<file path="src/rtl/alu_issue_stage.sv">
// Operand-issue and write-back stage around a 32-bit, two-cycle registered ALU.
// Owns a 4x32 register file, issues one operation at a time, writes back the
// result and captures the ALU flags; captured carry feeds the next carry-in.
//
// Request handshake: a request transfers on a rising edge where
// req_valid & req_ready. req_ready depends only on the FSM state (high in
// IDLE). While busy, req_valid is ignored and the requester must hold it.
module alu_issue_stage (
  input  logic        clock,
  input  logic        reset,
  input  logic        req_valid,
  output logic        req_ready,
  input  logic [4:0]  req_funsel,
  input  logic [1:0]  req_src_a,
  input  logic [1:0]  req_src_b,
  input  logic        req_imm_sel,
  input  logic [31:0] req_imm,
  input  logic [1:0]  req_dst,
  input  logic        req_wb_en,
  output logic [31:0] alu_a,
  output logic [31:0] alu_b,
  output logic [4:0]  alu_funsel,
  output logic        alu_cin,
  input  logic [31:0] alu_out,
  input  logic [3:0]  alu_flags,
  output logic        done,
  output logic [3:0]  flags_q,
  input  logic [1:0]  rd_sel,
  output logic [31:0] rd_data,
  output logic [1:0]  state_dbg
);

  typedef enum logic [1:0] {
    IDLE  = 2'd0,
    S_OP  = 2'd1,
    S_OUT = 2'd2,
    S_FLG = 2'd3
  } state_t;

  state_t      state;
  state_t      state_next;
  logic        accept;
  logic        wb_fire;
  logic        flg_fire;
  logic [1:0]  dst_q;
  logic        wb_en_q;
  logic [31:0] opnd_b;
  logic [31:0] regs [4];

  // State register; reset aborts any operation in flight.
  always_ff @(posedge clock or posedge reset) begin
    if (reset) begin
      state <= IDLE;
    end else begin
      state <= state_next;
    end
  end

  // Next state: one fixed walk IDLE -> S_OP -> S_OUT -> S_FLG -> IDLE.
  always_comb begin
    state_next = state;
    case (state)
      IDLE:    if (req_valid) state_next = S_OP;
      S_OP:    state_next = S_OUT;
      S_OUT:   state_next = S_FLG;
      S_FLG:   state_next = IDLE;
      default: state_next = IDLE;
    endcase
  end

  // Decoded controls, all from the current state.
  always_comb begin
    req_ready = (state == IDLE);
    accept    = req_valid & (state == IDLE);
    wb_fire   = (state == S_OUT) & wb_en_q;
    flg_fire  = (state == S_FLG);
    state_dbg = state;
  end

  // Operand B source select.
  always_comb begin
    opnd_b = req_imm_sel ? req_imm : regs[req_src_b];
  end

  // ALU input registers and retained destination; they only move on accept,
  // so the ALU sees stable inputs for the whole operation and while idle.
  always_ff @(posedge clock or posedge reset) begin
    if (reset) begin
      alu_a      <= 32'd0;
      alu_b      <= 32'd0;
      alu_funsel <= 5'd0;
      alu_cin    <= 1'b0;
      dst_q      <= 2'd0;
      wb_en_q    <= 1'b0;
    end else if (accept) begin
      alu_a      <= regs[req_src_a];
      alu_b      <= opnd_b;
      alu_funsel <= req_funsel;
      alu_cin    <= flags_q[2];
      dst_q      <= req_dst;
      wb_en_q    <= req_wb_en;
    end
  end

  // Register file write-back of the full 32-bit ALU result.
  always_ff @(posedge clock or posedge reset) begin
    if (reset) begin
      for (int i = 0; i < 4; i++) regs[i] <= 32'd0;
    end else if (wb_fire) begin
      regs[dst_q] <= alu_out;
    end
  end

  // Flag capture and the retire pulse, both on leaving S_FLG.
  always_ff @(posedge clock or posedge reset) begin
    if (reset) begin
      flags_q <= 4'd0;
      done    <= 1'b0;
    end else begin
      done <= flg_fire;
      if (flg_fire) flags_q <= alu_flags;
    end
  end

  // Debug read port, combinational.
  always_comb begin
    rd_data = regs[rd_sel];
  end

endmodule
</file>
<file path="config.mk">
export PLATFORM = sky130hd
export DESIGN_NAME = alu_issue_stage
export DESIGN_NICKNAME = d
export VERILOG_FILES = /design/src/rtl/alu_issue_stage.sv
export SDC_FILE = /design/constraint.sdc
export NUM_CORES = 1
export LEC_CHECK = 0
export CORE_ASPECT_RATIO = 0.6
export CORE_UTILIZATION = 30
export CTS_CLUSTER_SIZE = 28
export DETAILED_ROUTE_END_ITERATION = 16
export GPL_TIMING_DRIVEN = 0
export PLACE_DENSITY = 0.62
export SETUP_SLACK_MARGIN = 0.02
export SLEW_MARGIN = 20
export SYNTH_ARGS = -nofsm -noshare
export SYNTH_HDL_FRONTEND = slang
export SYNTH_SLANG_ARGS = --single-unit
</file>
<file path="constraint.sdc">
create_clock -name clock -period 15.8 [get_ports clock]
set_clock_uncertainty 0.15 [all_clocks]
set_input_delay 3.95 -clock clock [delete_from_list [all_inputs] [get_ports clock]]
set_output_delay 3.95 -clock clock [all_outputs]
set_load 0.01 [all_outputs]
</file>
# Yosys cells after proc, flatten, opt, wreduce, memory -nomap -nowiden
# Cells that the tools add are included.
[word_totals]
ff_bits = 208
latch_bits = 0
ramBits = 0
mem_bits_ro = 0
in_bits = 86
out_inout_bits = 110
elab_cells = 45
n_memories = 0
[op_classes]
addsub = 0
multipliers = 0
n_div = 0
n_lt_le_gt_ge = 5
eq_ne = 4
n_shift = 0
muxes = 15
bitwise_logic = 6
n_reduce_logical = 2
[ops]
columns = ["cell", "n"]
rows = [
  ["2-to-1 mux 32 bit", 8],
  ["binary-select mux 32 bit (select 2 bit)", 3],
  ["bitwise mux 128 bit", 1],
  ["demux 32 bit (select 2 bit)", 1],
  ["greater-or-equal comparator 3 bit, second input constant", 4],
  ["NOT 2 -> 3 bit", 4],
  ["case mux 2 bit (4 select lines)", 1],
  ["equality test 2 bit, second input constant", 2],
  ["< comparator 3 x 1 -> 1 bit, second input constant", 1],
  ["bitwise AND 1 bit", 2],
  ["equality test 2 x 1 -> 1 bit, second input constant", 1],
  ["logical NOT 2 bit", 1],
  ["2-to-1 mux 2 bit", 1],
  ["!= test 2 bit, second input constant", 1],
  ["logical AND 1 bit", 1],
]

# Depth between registers and ports, before layout
[logic_depth]
ltp_word = 6
ltp_mapped = 8
depth_no_buf = 5

# Worst setup path after synthesis
# No wires, ideal clock.
[synth_timing]
path_type = "in2out"
from = "input port rd_sel[1]"
to = "output port rd_data[10]"
arrival_ns = 4.946
required_time_ns = 11.700
setup_slack_ns = 6.754
path_stages = 3
n_path_buf = 2
path_cell_list = "buf_2 -> buf_2 -> mux4_2"
[synth_between]
elab_chain_cells = 4
[synth_rtl]
columns = ["element", "line_no", "text"]
rows = [
  ["from (decl)", "28", "input logic [1:0] rd_sel,"],
  ["NOT 2 -> 3 bit (not written as such)", "127", "rd_data = regs[rd_sel];"],
  ["binary-select mux 32 bit (select 2 bit)", "127", ""],
  ["2-to-1 mux 32 bit (not written as such) (2 in series)", "127", ""],
  ["to (decl)", "29", "output logic [31:0] rd_data,"],
]
# Every way passes these cells. The select of a mux whose other input is x is not followed.

# Worst setup path after layout
[layout_timing]
from = "input port rd_sel[0]"
to = "output port rd_data[27]"
# Same word-level chain as after synthesis.

==> results.md <==
- The source of the worst hold timing path is alu_funsel[0]$_DFFE_PP0P_.
- The startpoint identified for the worst register-to-register timing path is state_dbg[0]$_DFFE_PP0P_.
- After technology mapping, the gate count stands at 642.
- The total power divided by cell area is 196 nW/um^2.
- Walking the worst path, the cells encountered are buf_2, buf_2, buf_2, mux4_2, clkdlybuf4s50_1.
- Dividing the detail-routed via count by the number of cells gives 4.99.
- Synthesis produced a netlist with a net count of 732.
- Counting instances, the worst hold path has a depth of 1.
- The final clock period utilization by the worst path is 63.4%.
- Once the floorplan was initialized, standard cells occupied 30.9% of the core.
- The path category of the worst min-delay check is flop to flop.
- After synthesis, the mean cell area works out to 16.4 sq um.
- The fraction of the yosys area taken by sequential cells is 49.4%.
- The remaining antenna violation count after routing is 0.
- Counting along the longest clock path gives a buffer depth of 3.
- The most numerous cell type found on the critical path is sky130_fd_sc_hd__buf_2.
- The routability-driven placement congestion ratio is 0.772.
- During synthesis, Yosys emitted a total of 0 warnings.
- The reported leakage power is 5.57 nW.
- The worst-path cell with the longest stage delay is sky130_fd_sc_hd__clkdlybuf4s50_1.
- The nature of the critical path endpoint is a primary output.
- The HPWL after detailed placement is 21700 microns.
- The total congestion overflow after global routing is 0.
- The first detailed-routing pass took 4 iterations.
- The final number of max-transition violations came to 0.
- The transition time at the pin with the least slew margin is 0.743 ns.
- STA puts the critical path data arrival time at 5.92 ns.
- During placement, the flow inserted port buffers numbering 188.
- The final design area excluding fillers is 13800 sq um.
- In this run the worst setup path begins at rd_sel[0].
- Once the clock tree was built, the resizer swapped 0 gates to a different size.
- The wire length of the first global-routing pass is 46500 microns.
- The floorplan core area is 34200 sq um.
- The leading area contributor after synthesis is sky130_fd_sc_hd__dfrtp_1.
- In the post-synthesis netlist, the biggest area contributors are sky130_fd_sc_hd__dfrtp_1 49%, sky130_fd_sc_hd__mux4_2 20%, sky130_fd_sc_hd__mux2_2 16%, sky130_fd_sc_hd__mux2_4 3.6%, sky130_fd_sc_hd__mux2i_1 3.0%.
- The net count of the finished layout is 946.
- In this run the cell area measured after placement is 13100 sq um.
- Across every metal layer, demand over resource in global routing totals 17.5%.
- The number of global-route vias before repair is 6990.
- In the final timing run, aggregate negative setup slack is 0 ns.
- Static timing analysis puts the maximum clock frequency at 99.8 MHz.
- The worst path needs 10.02 ns of the cycle, external delays included.
- The number of placement rows is 52.
- After detailed routing, the total wire length is 30500 microns.
- The relative area change from synthesis to final layout is 30.8%.
- Clock-pin slew was measured on the worst setup and hold paths at 0.07 ns.
- 196 I/O pins were placed.
- The maximum number of pins on one net before global-route repair is 84.
- For this design, the CTS-stage hold fixing added 0 buffers.
- The number of failing setup endpoints in the final timing report is 0.
- After layout, the design draws a total of 0.00270 W.
- In this run, synthesis produced a sequential element count of 208.
- The horizontal extent of the die is 244 microns.
- Counting distinct cell types in the post-synthesis netlist gives 25.
- At the later pin of the worst-skew pair, clock insertion delay measures 0.52 ns.
- The clock tree from TritonCTS is yes.
- The relative slew slack is 50.5%.
- For this run, design rule violations remaining after detail routing come to 0.
- The number of failing hold endpoints at the final stage is 0.
- The worst-case IR drop observed on VDD is 77.9 uV.
- By startpoint and endpoint, the worst setup path is classified as input port to primary output.
- The worst setup path is launched from an input port.
- The count of non-filler cells in the finished layout is 1330.
- In this run the cell area of the synthesized design comes to 10500 sq um.
- The number of cells on the worst reg-to-reg path is 6.
- STA puts the critical path data required time at 11.70 ns.
- The total clock buffers created by CTS is 22.
- The number of cells in the design after placement is 1291.
- The final hold slack is 0.356 ns.
- After synthesis, the largest area contributor takes up 49.4% of total cell area.
- Setup repair after global routing left no endpoint under its margin.
- The detailed router finished its first iteration with 246 violations.
- The cell chosen for the clock root is sky130_fd_sc_hd__clkbuf_16.
- The total clock sinks is 208.
- The maximum fanout along the worst path is 10.
- CTS built an H-tree with a depth of 1.
- After detailed routing, the average wire length per cell comes to 22.9 microns.
- The total of max-cap violations is 0.
- The number of antenna violations at the first check in global routing is 1.
- The die covers 35900 sq um.
- The delay of the slowest cell on the worst path is 0.50 ns.
- The die boundary height is 147 microns.
- The flow ran to the end, and the final reports show no timing, DRC or antenna violations.
- The share of final-layout standard cells stronger than drive strength 1 is 40.6%.
- The total number of vias is 6641.
- The total setup buffers inserted after CTS is 0.
[cells in the final DEF (no fill, tap or decap), drive strengths merged]
cell type / count
inv: 3
clkinv: 5
nor3: 2
nand4b: 2
nor2: 32
dfrtp: 208
clkbuf: 40
nand2: 1
clkdlybuf4s50: 188
nor2b: 1
buf: 45
a21oi: 33
mux2i: 32
ha: 4
mux2: 174
and2: 1
bufinv: 1
nand4: 1
diode: 1
mux4: 96
clkinvlp: 1
[flip-flops by register name (all words and copies together) (netlist names)]
signal      cells
state_dbg       2
regs          128
alu_a          32
alu_b          32
done            1
alu_funsel      5
dst_q           2
alu_cin         1
wb_en_q         1
flags_q         4
[worst paths after layout]
| check | endpoint | slack, ns |
|---|---|---|
| setup / recovery | rd_data[27] | 5.78 |
| hold / removal | alu_funsel[0]$_DFFE_PP0P_ | 0.36 |
| setup reg to reg | regs[122]$_DFFE_PP0P_ | 13.36 |
| hold reg to reg | alu_funsel[0]$_DFFE_PP0P_ | 0.36 |
| max in group asynchronous | regs[11]$_DFFE_PP0P_ | 11.04 |
| min in group asynchronous | regs[90]$_DFFE_PP0P_ | 3.70 |
[cells in the mapped netlist]
cell / n
sky130_fd_sc_hd__nand4b_1: 2
sky130_fd_sc_hd__mux2i_1: 32
sky130_fd_sc_hd__and2_1: 1
sky130_fd_sc_hd__buf_6: 9
sky130_fd_sc_hd__mux4_2: 94
sky130_fd_sc_hd__dfrtp_1: 208
sky130_fd_sc_hd__buf_12: 3
sky130_fd_sc_hd__mux4_1: 2
sky130_fd_sc_hd__ha_1: 4
sky130_fd_sc_hd__buf_8: 1
sky130_fd_sc_hd__mux2_1: 1
sky130_fd_sc_hd__mux2_2: 148
sky130_fd_sc_hd__nand4_1: 1
sky130_fd_sc_hd__nor3_2: 1
sky130_fd_sc_hd__nor3_1: 1
sky130_fd_sc_hd__mux2_4: 25
sky130_fd_sc_hd__nand2_1: 1
sky130_fd_sc_hd__inv_1: 3
sky130_fd_sc_hd__buf_2: 28
sky130_fd_sc_hd__nor2_1: 32
sky130_fd_sc_hd__clkbuf_1: 6
sky130_fd_sc_hd__nor2b_1: 1
sky130_fd_sc_hd__a21oi_1: 33
sky130_fd_sc_hd__clkbuf_8: 3
sky130_fd_sc_hd__buf_4: 2
[area by class of cell]
type	instances	area, sq um
multi-input combinational	379	4930
antenna	1	2.50
inverter	3	18.8
timing repair buffer	190	1940
sequential	208	5200
clock buffer	31	666
buffer	52	395
clock inverter	7	62.6
fill	3224	20400
tap	459	574
[worst max-delay path, delay by kind of cell]
kind | cells | cell delay (ns)
mux | 1 | 0.42
buf+inv | 4 | 1.54
[metrics by stage]
stage / setup slack (ns) / util, %
after floorplan: 6.02 / -
after global placement: 2.85 / 38.1
after detailed placement: 5.75 / 38.2
after CTS: 5.74 / 40.4
after global routing: 5.68 / 40.4
final: 5.78 / 40.4
[cells by family (layout without fill, tap and decap cells)]
logic type               count (synthesis)  after routing  synth area share (%)
multiplexers                           302            302                  43.1
flip-flops                             208            208                  49.4
buffers and inverters                   55            283                  3.86
AND/OR/NAND/NOR                         40             40                  1.66
AO/OA/AOI/OAI                           33             33                  1.57
adder cells (fa/ha/maj)                  4              4                 0.475
other                                    0              1                     0
[routing by layer]
layer | track usage [%] | vias up | wire length, microns
met2 | 26.0 | 199 | 13500
met4 | 3.25 | 0 | 501
li1 | - | 2911 | -
met3 | 4.15 | 33 | 1840
met1 | 26.0 | 3498 | 14600
met5 | 0 | - | 0
[report_power, final]
group	total [W]	switching (W)	internal, W	leakage, nW
registers	0.00102	0.000217	0.000807	2.44
logic	0.00115	0.000410	0.000738	2.77
clock network	0.000530	0.000221	0.000309	0.363
Note: power is estimated with default switching activity, not from simulation.
